===== src/rtl/vend_pkg.sv =====
// Shared vending-machine definitions: dispenser state encoding and coin values.
package vend_pkg;

   typedef enum logic [2:0] {
      IDLE   = 3'd0,
      SELECT = 3'd1,
      EJECT  = 3'd2,
      GAP    = 3'd3,
      DONE   = 3'd4
   } disp_state_t;

   // Coin values in nickel units, also used by the vending FSM.
   localparam int COIN_N_UNITS = 1;
   localparam int COIN_D_UNITS = 2;

endpackage


===== src/rtl/disp_timer.sv =====
// Loadable down-counter with zero flag.
// Times both the inter-coin gap and the hopper-ack timeout.
module disp_timer #(
   parameter int W = 4
) (
   input  logic         clk,
   input  logic         rstn,
   input  logic         load,
   input  logic [W-1:0] load_val,
   input  logic         dec,
   output logic         zero
);

   logic [W-1:0] cnt_r;

   // Load has priority; decrement parks at zero instead of wrapping.
   always_ff @(posedge clk or negedge rstn) begin
      if (!rstn) begin
         cnt_r <= {W{1'b0}};
      end else if (load) begin
         cnt_r <= load_val;
      end else if (dec && (cnt_r != {W{1'b0}})) begin
         cnt_r <= cnt_r - {{(W-1){1'b0}}, 1'b1};
      end else begin
         cnt_r <= cnt_r;
      end
   end

   assign zero = (cnt_r == {W{1'b0}});

endmodule


===== src/rtl/coin_change_dispenser.sv =====
// Change-return engine: pays out an amount (nickel units) greedily as dimes
// then nickels, handshaking each coin with the hopper and tracking inventory.
module coin_change_dispenser
   import vend_pkg::*;
#(
   parameter int AMT_W      = 4,
   parameter int INV_W      = 6,
   parameter int INIT_DIMES = 8,
   parameter int INIT_NICKS = 8,
   parameter int GAP_CYC    = 2,
   parameter int ACK_TO     = 15
) (
   input  logic             clk,
   input  logic             rstn,
   input  logic             start,
   input  logic [AMT_W-1:0] amount,
   input  logic             refill_d,
   input  logic             refill_n,
   input  logic             hopper_ack,
   output logic             D,
   output logic             N,
   output logic             busy,
   output logic             done,
   output logic             short_o,
   output logic             fault,
   output logic [AMT_W-1:0] rem,
   output logic [INV_W-1:0] dime_cnt,
   output logic [INV_W-1:0] nick_cnt
);

   localparam int TMR_MAX = (ACK_TO > GAP_CYC) ? ACK_TO : GAP_CYC;
   localparam int TMR_W   = $clog2(TMR_MAX + 1);

   localparam logic [AMT_W-1:0] D_UNITS  = AMT_W'(COIN_D_UNITS);
   localparam logic [AMT_W-1:0] N_UNITS  = AMT_W'(COIN_N_UNITS);
   localparam logic [INV_W-1:0] INV_MAX  = {INV_W{1'b1}};
   localparam logic [INV_W-1:0] INV_ZERO = {INV_W{1'b0}};
   localparam logic [INV_W-1:0] INV_ONE  = INV_W'(1);

   disp_state_t      state_r;
   logic             pick_d_s;
   logic             pick_n_s;
   logic             take_d_s;
   logic             take_n_s;
   logic             tmr_load_s;
   logic [TMR_W-1:0] tmr_val_s;
   logic             tmr_dec_s;
   logic             tmr_zero_s;

   // Next inventory value: refill and take in the same cycle cancel out,
   // refills saturate at full scale.
   function automatic logic [INV_W-1:0] inv_next(input logic [INV_W-1:0] cnt,
                                                 input logic inc,
                                                 input logic dec);
      logic [INV_W-1:0] nxt;
      if (inc && !dec) begin
         nxt = (cnt == INV_MAX) ? cnt : cnt + INV_ONE;
      end else if (dec && !inc) begin
         nxt = cnt - INV_ONE;
      end else begin
         nxt = cnt;
      end
      return nxt;
   endfunction

   // Greedy coin choice and acknowledged-coin strobes.
   always_comb begin
      pick_d_s = (rem >= D_UNITS) && (dime_cnt != INV_ZERO);
      pick_n_s = !pick_d_s && (rem >= N_UNITS) && (nick_cnt != INV_ZERO);
      take_d_s = (state_r == EJECT) && hopper_ack && D;
      take_n_s = (state_r == EJECT) && hopper_ack && N;
   end

   // Timer control: arm ack timeout on request, arm gap on ack, count otherwise.
   always_comb begin
      tmr_load_s = 1'b0;
      tmr_val_s  = {TMR_W{1'b0}};
      tmr_dec_s  = 1'b0;
      case (state_r)
         SELECT: begin
            if (pick_d_s || pick_n_s) begin
               tmr_load_s = 1'b1;
               tmr_val_s  = TMR_W'(ACK_TO - 1);
            end else begin
               tmr_load_s = 1'b0;
            end
         end
         EJECT: begin
            if (hopper_ack) begin
               tmr_load_s = 1'b1;
               tmr_val_s  = TMR_W'(GAP_CYC - 1);
            end else begin
               tmr_dec_s = 1'b1;
            end
         end
         GAP:     tmr_dec_s = 1'b1;
         default: tmr_dec_s = 1'b0;
      endcase
   end

   disp_timer #(.W(TMR_W)) u_timer (
      .clk      (clk),
      .rstn     (rstn),
      .load     (tmr_load_s),
      .load_val (tmr_val_s),
      .dec      (tmr_dec_s),
      .zero     (tmr_zero_s)
   );

   // Transaction sequencer: coin selection, hopper handshake and status flags.
   always_ff @(posedge clk or negedge rstn) begin
      if (!rstn) begin
         state_r <= IDLE;
         D       <= 1'b0;
         N       <= 1'b0;
         busy    <= 1'b0;
         done    <= 1'b0;
         short_o <= 1'b0;
         fault   <= 1'b0;
         rem     <= {AMT_W{1'b0}};
      end else begin
         case (state_r)
            IDLE: begin
               done <= 1'b0;
               if (start) begin
                  rem     <= amount;
                  short_o <= 1'b0;
                  fault   <= 1'b0;
                  busy    <= 1'b1;
                  state_r <= SELECT;
               end
            end
            SELECT: begin
               if (pick_d_s) begin
                  D       <= 1'b1;
                  state_r <= EJECT;
               end else if (pick_n_s) begin
                  N       <= 1'b1;
                  state_r <= EJECT;
               end else begin
                  short_o <= (rem != {AMT_W{1'b0}});
                  done    <= 1'b1;
                  state_r <= DONE;
               end
            end
            EJECT: begin
               if (hopper_ack) begin
                  D       <= 1'b0;
                  N       <= 1'b0;
                  rem     <= D ? (rem - D_UNITS) : (rem - N_UNITS);
                  state_r <= GAP;
               end else if (tmr_zero_s) begin
                  D       <= 1'b0;
                  N       <= 1'b0;
                  fault   <= 1'b1;
                  done    <= 1'b1;
                  state_r <= DONE;
               end
            end
            GAP: begin
               if (tmr_zero_s) begin
                  state_r <= SELECT;
               end
            end
            DONE: begin
               done    <= 1'b0;
               busy    <= 1'b0;
               state_r <= IDLE;
            end
            default: begin
               D       <= 1'b0;
               N       <= 1'b0;
               busy    <= 1'b0;
               done    <= 1'b0;
               state_r <= IDLE;
            end
         endcase
      end
   end

   // Inventory counters: refills accepted in every state, takes on coin ack.
   always_ff @(posedge clk or negedge rstn) begin
      if (!rstn) begin
         dime_cnt <= INV_W'(INIT_DIMES);
         nick_cnt <= INV_W'(INIT_NICKS);
      end else begin
         dime_cnt <= inv_next(dime_cnt, refill_d, take_d_s);
         nick_cnt <= inv_next(nick_cnt, refill_n, take_n_s);
      end
   end

endmodule


===== config.mk =====
export PLATFORM = sky130hd
export DESIGN_NAME = coin_change_dispenser
export DESIGN_NICKNAME = d
export VERILOG_FILES = /design/src/rtl/vend_pkg.sv /design/src/rtl/disp_timer.sv /design/src/rtl/coin_change_dispenser.sv
export SDC_FILE = /design/constraint.sdc
export NUM_CORES = 1
export LEC_CHECK = 0
export ABC_AREA = 1
export CORE_MARGIN = 2
export CORE_UTILIZATION = 30
export DETAILED_ROUTE_END_ITERATION = 10
export SLEW_MARGIN = 20
export SYNTH_ARGS = -nofsm -noshare
export SYNTH_HDL_FRONTEND = slang
export SYNTH_SLANG_ARGS = --single-unit

===== constraint.sdc =====
create_clock -name clk -period 2.84 [get_ports clk]
set_input_delay 0.568 -clock clk [delete_from_list [all_inputs] [get_ports clk]]
set_output_delay 0.568 -clock clk [all_outputs]
set_load 0.05 [all_outputs]

Word level (Yosys, flattened, before mapping)
Index checks and enable logic that the tools add are counted.
{ "totals": {"output_inout_bits": 22, "input_bits": 10, "elab_cells": 127, "regBits": 29} }
{ "classes": {"add_sub_neg": 7, "bitwise": 3, "eq_ne": 18, "n_lt_le_gt_ge": 2, "mux": 46, "n_reduce_logical": 40} }
{ "op_table": {"columns": ["cell", "count"], "rows": [
  ["6-bit 2-to-1 mux", 6],
  ["4-bit 2-to-1 mux", 6],
  ["2-bit != test (second input constant)", 11],
  ["3-bit 2-to-1 mux", 6],
  ["1-bit 2-to-1 mux", 17],
  ["4-bit case mux with 2 select lines", 2],
  ["6-bit by 1-bit adder with 6-bit output (second input constant)", 2],
  ["6-bit == test (second input constant)", 2],
  ["3-bit case mux with 4 select lines", 1],
  ["4-bit AND reduction", 3],
  ["6-bit nonzero test", 2],
  ["6-bit by 1-bit subtractor with 6-bit output (second input constant)", 2],
  ["1-bit logical AND", 11],
  ["1-bit case mux with 2 select lines", 5],
  ["2-bit nonzero test", 5],
  ["1-bit case mux with 3 select lines", 3],
  ["3-bit AND reduction", 3],
  ["4-bit nonzero test", 2],
  ["4-bit by 1-bit subtractor with 4-bit output (second input constant)", 2],
  ["3-bit by 2-bit == test with 1-bit output (second input constant)", 2],
  ["2-bit AND reduction", 3],
  ["3-bit OR reduction", 2],
  ["1-bit zero test", 5],
  ["5-bit AND reduction", 1],
  ["other kinds (10)", 12]
]} }

Longest topological paths before layout
{ "depth": {"word_depth": 9, "depth_mapped": 14, "depth_no_buf": 14} }

By module
From an unflattened synthesis, not the netlist that was laid out.
{ "hier_totals": {"cells_unflattened": 279, "hier_area_um2": 2132.0} }
{ "by_module_without_submodules": {"columns": ["module", "seq_area_each_um2", "cells_per_inst", "area_each_um2", "n_inst"], "rows": [
  ["coin_change_dispenser", 628.1, 233, 1836.8, 1],
  ["disp_timer", 100.1, 46, 295.3, 1]
]} }

Worst setup path after synthesis
Ideal clock, no wire load.
{ "synth_timing": {"path_kind": "register to register", "startpoint": "register D", "endpoint": "register dime_cnt[4]", "synth_period_minus_slack_ns": 2.061, "n_path_buf": 0, "setup_time_ns": 0.124, "arrival_time_ns": 1.937, "stages_incl_launch_ff": 8, "slack_ns": 0.779, "t_required_ns": 2.716, "cell_sequence": "dfrtp_1 > nand4_1 > nand2_1 > inv_1 > fa_1 > o21ai_0 > xnor2_1 > a21oi_2"} }
{ "synth_between": {"elab_chain_cells": 5, "elab_cells_between_ends": 8, "classes_between": "1 x eq/ne; 1 x mux; 6 x reduce/logical"} }
{ "synth_lines": {"columns": ["item", "line", "source"], "rows": [
  ["start, declared", "coin_change_dispenser.sv:20", "output logic D,"],
  ["start signal, assigned", "coin_change_dispenser.sv:114", "D <= 1'b0;"],
  ["start signal, assigned", "coin_change_dispenser.sv:135", "D <= 1'b1;"],
  ["start signal, assigned", "coin_change_dispenser.sv:148", "D <= 1'b0;"],
  ["1-bit logical AND (*)", "coin_change_dispenser.sv:70", "take_d_s = (state_r == EJECT) && hopper_ack && D;"],
  ["1-bit zero test", "coin_change_dispenser.sv:56", "if (inc && !dec) begin"],
  ["1-bit logical AND", "coin_change_dispenser.sv:56", null],
  ["2-bit != test (no source line) / 2-bit nonzero test (equally long branches)", null, null],
  ["2-bit AND reduction (no source line)", null, null],
  ["end signal, assigned", "coin_change_dispenser.sv:184", "dime_cnt <= INV_W'(INIT_DIMES);"],
  ["end signal, assigned", "coin_change_dispenser.sv:187", "dime_cnt <= inv_next(dime_cnt, refill_d, take_d_s);"],
  ["end, declared", "coin_change_dispenser.sv:27", "output logic [INV_W-1:0] dime_cnt,"]
]} }
Every way passes the cells marked *; elsewhere a longest branch is shown, timed or not.
A chain may end at the register's enable or synchronous reset.

Worst setup path in the final report
{ "layout_timing": {"startpoint": "input hopper_ack", "endpoint": "register nick_cnt[5]"} }
{ "layout_between": {"elab_chain_cells": 6, "elab_cells_between_ends": 9, "classes_between": "1 x eq/ne; 1 x mux; 7 x reduce/logical"} }
{ "layout_lines": {"columns": ["item", "line", "source"], "rows": [
  ["start, declared", "coin_change_dispenser.sv:19", "input logic hopper_ack,"],
  ["1-bit logical AND (*) (2 in a row)", "coin_change_dispenser.sv:71", "take_n_s = (state_r == EJECT) && hopper_ack && N;"],
  ["1-bit zero test", "coin_change_dispenser.sv:56", null],
  ["1-bit logical AND", "coin_change_dispenser.sv:56", null],
  ["2-bit != test (no source line) / 2-bit nonzero test (equally long branches)", null, null],
  ["2-bit AND reduction (no source line)", null, null],
  ["end signal, assigned", "coin_change_dispenser.sv:185", "nick_cnt <= INV_W'(INIT_NICKS);"],
  ["end signal, assigned", "coin_change_dispenser.sv:188", "nick_cnt <= inv_next(nick_cnt, refill_n, take_n_s);"],
  ["end, declared", "coin_change_dispenser.sv:28", "output logic [INV_W-1:0] nick_cnt"]
]} }
Marks and branches as above.

==> impl_metrics.json <==
{
  "status": "completed",
  "grt_max_degree": 30,
  "maxCapViolCount": 0,
  "finalCritPeriodShare_pct": 82.4,
  "rsz0062_at_grt": "no",
  "synth_top_area_share_pct": 33.3,
  "synth_top_family_by_area": "simple AND/OR/NAND/NOR gates",
  "syn_to_final_growth_pct": 25.1,
  "floorplan.initialDensity_pct": 31.4,
  "netlist_instances": 258,
  "totalWireLength_um": 4630,
  "clock_sinks": 29,
  "ys_top_cells_by_area": "dfrtp_1 33%, nand2_1 12%, ha_1 9.3%",
  "insertion_delay_ns": 0.28,
  "routedWlPerCell_um": 12.4,
  "ys_seq_area_share_pct": 35.9,
  "nets": 321,
  "clkSlewWorstSetupHoldPaths_ns": 0.07,
  "nFillCells": 688,
  "worstReg2RegEnd": "nick_cnt[5]",
  "fmax_ghz": 0.427,
  "vias": 1810,
  "htree_num_levels": 2,
  "first_global_vias": 1794,
  "path_class": "in -> reg",
  "synth-adder-area-share_pct": 11.2,
  "synth_xor_area_share_pct": 5.56,
  "die_area_um2": 7430,
  "die_w_um": 86.2,
  "ys_dominant_reg_cell": "dfrtp_1",
  "postSynthAreaPerCell_um2": 7.86,
  "fin_util_pct": 39.3,
  "cts_root_buf": "clkbuf_8",
  "rrSetupSlack_ns": 0.67,
  "synth_top_area_cell": "dfrtp_1",
  "min_path_type": "reg -> reg",
  "yosys.area_share.simple_pct": 29.1,
  "drv_slew": 0,
  "synth.most_common_cell": "nand2_1",
  "required_ns": 3.01,
  "synth_compound_area_share_pct": 12.1,
  "fp.coreArea_um2": 6460,
  "crit_fanout": 7,
  "cts_made_buffers": 5,
  "postCtsSetupRepairBufs": 0,
  "worst_pin_slew_ns": 0.505,
  "crit_arrival_ns": 2.51,
  "netlist_area_um2": 2030,
  "worstRegToRegCells": 12,
  "endpoint_kind": "flip-flop",
  "slowest_delay_ns": 0.58,
  "fin_skew_ns": 0.0114,
  "io_buffer_count": 31,
  "n_antenna_cell": 0,
  "post_drt_via_cell_ratio": 4.87,
  "yosysWarnings": 0,
  "crit_top_cell": "nand2_1",
  "min_period_ns": 2.34,
  "start_kind": "input port",
  "finalHoldViolCount": 0,
  "cts_hold_buf": 0,
  "setup_tns_ns": 0,
  "globalplace.congestion": 0.825,
  "worstHoldPathCells": 2,
  "grtUsageTotal_pct": 13.4,
  "slowest_stage": "clkdlybuf4s50_1",
  "maxSlewHeadroom_pct": 66.3,
  "synth.distinct_cells": 31,
  "overflow": 0,
  "rows": 29,
  "reg2reg_from": "state_r[2]",
  "seqCellArea_um2": 728,
  "tritoncts": "done",
  "synthMuxAreaShare_pct": 0,
  "hpwl_um": 3460,
  "drtIter0Drc": 66,
  "ant_nets": 0,
  "synth_commonest_cells": "66 x nand2_1, 27 x dfrtp_1, 27 x nor2_1",
  "pin_count": 32,
  "hold_ws_ns": 0.488,
  "drc": 0,
  "grt_pass1_wl_um": 8020,
  "worstHoldStart": "busy",
  "synth-seq-cells": 29,
  "dr.pass1.iters": 4,
  "synthArstFlopShare_pct": 100,
  "place_area_um2": 2420,
  "holdPathEnd": "busy",
  "fin_area_um2": 2540,
  "multi_input_area_um2": 1180,
  "antenna_found_initial": 0,
  "die_h_um": 86.2,
  "clockBufferDepth": 2,
  "synth_edf_count": 0,
  "synth.net_count": 285,
  "cts_resized": 0,
  "path_cells": "clkdlybuf4s50_1, nand4_1, nand2_1, ha_1, nand2_1, nand2_1, nand2_1, nand3_1, nand2_1, nand3_1, nand2_1, nand2_1",
  "layout-drive-gt1-share_pct": 8.81,
  "crit_path_start": "hopper_ack",
  "setup_viol": 0
}
==> flip-flops by register name (all words and copies together) (netlist names) <==
register       flops
D                  1
N                  1
busy               1
dime_cnt           6
done               1
fault              1
nick_cnt           6
rem                4
short_o            1
state_r            3
u_timer.cnt_r      4
==> cell families (layout without fill, tap and decap cells) <==
family,Yosys count,after routing
DFF,29,29
and+or+nand+nor,131,131
xor gates and xnor gates,12,12
adders and majority gates,17,17
AOI/OAI and AO/OA,39,39
buffers and inverters,30,67
==> worst max path at each step <==
stage	endpoint	slack, ns	cells past startpoint
detailed placement	dime_cnt[4]	0.23	8
floorplan	dime_cnt[4]	0.78	7
global route	nick_cnt[5]	0.29	13
finish	nick_cnt[5]	0.50	12
global placement	nick_cnt[5]	0.29	12
CTS	dime_cnt[4]	0.53	8
==> metrics by stage <==
| stage | cells | setup slack (ns) |
|---|---|---|
| global route | 372 | 0.294 |
| detailed placement | 364 | 0.227 |
| finish | 372 | 0.499 |
| floorplan | 258 | 0.779 |
| global placement | 364 | 0.289 |
| CTS | 372 | 0.529 |
==> worst max-delay path: cells and delay by family <==
family                   cells  cell delay, ns
adder cells (fa/ha/maj)      1            0.35
buffers and inverters        1            0.58
AND/OR/NAND/NOR             10            1.00
==> layout make-up <==
| class | instances | area share [%] |
|---|---|---|
| multi-input cells | 199 | 46.4 |
| flip-flops and latches | 29 | 28.7 |
| repair buffers | 32 | 12.5 |
| inverters | 27 | 4.00 |
| well taps | 77 | 3.80 |
| clock buffers | 7 | 3.40 |
| clock inverters | 1 | 1.18 |
==> metal layers <==
| metal | vias up | GRT usage (%) | wire length, um |
|---|---|---|---|
| met3 | 6 | 2.29 | 139 |
| met2 | 31 | 22.3 | 2110 |
| li1 | 925 | - | - |
| met5 | - | 0 | 0 |
| met4 | 0 | 5.11 | 76 |
| met1 | 848 | 17.6 | 2300 |
==> placed cells by master, fill, tap and decap left out, types with 3 or more instances in the layout <==
| cell | synthesis | routed |
|---|---|---|
| dfrtp_1 | 27 | 27 |
| o21ai_1 | 5 | 5 |
| nand4_1 | 9 | 9 |
| xnor2_1 | 5 | 5 |
| o21a_1 | 4 | 4 |
| o21ai_0 | 7 | 7 |
| xor2_1 | 6 | 6 |
| clkdlybuf4s50_1 | 0 | 31 |
| a31oi_1 | 3 | 3 |
| nand3b_1 | 3 | 3 |
| nor2_1 | 27 | 27 |
| clkbuf_8 | 0 | 6 |
| o211ai_1 | 3 | 3 |
| a21oi_2 | 4 | 4 |
| inv_1 | 25 | 25 |
| nand2_2 | 3 | 3 |
| a21oi_1 | 9 | 9 |
| nand2_1 | 66 | 66 |
| nand3_1 | 17 | 17 |
| ha_1 | 15 | 15 |
Power is not shown: default switching activity piles up to over one toggle a cycle in this logic, so the estimate is an artifact.
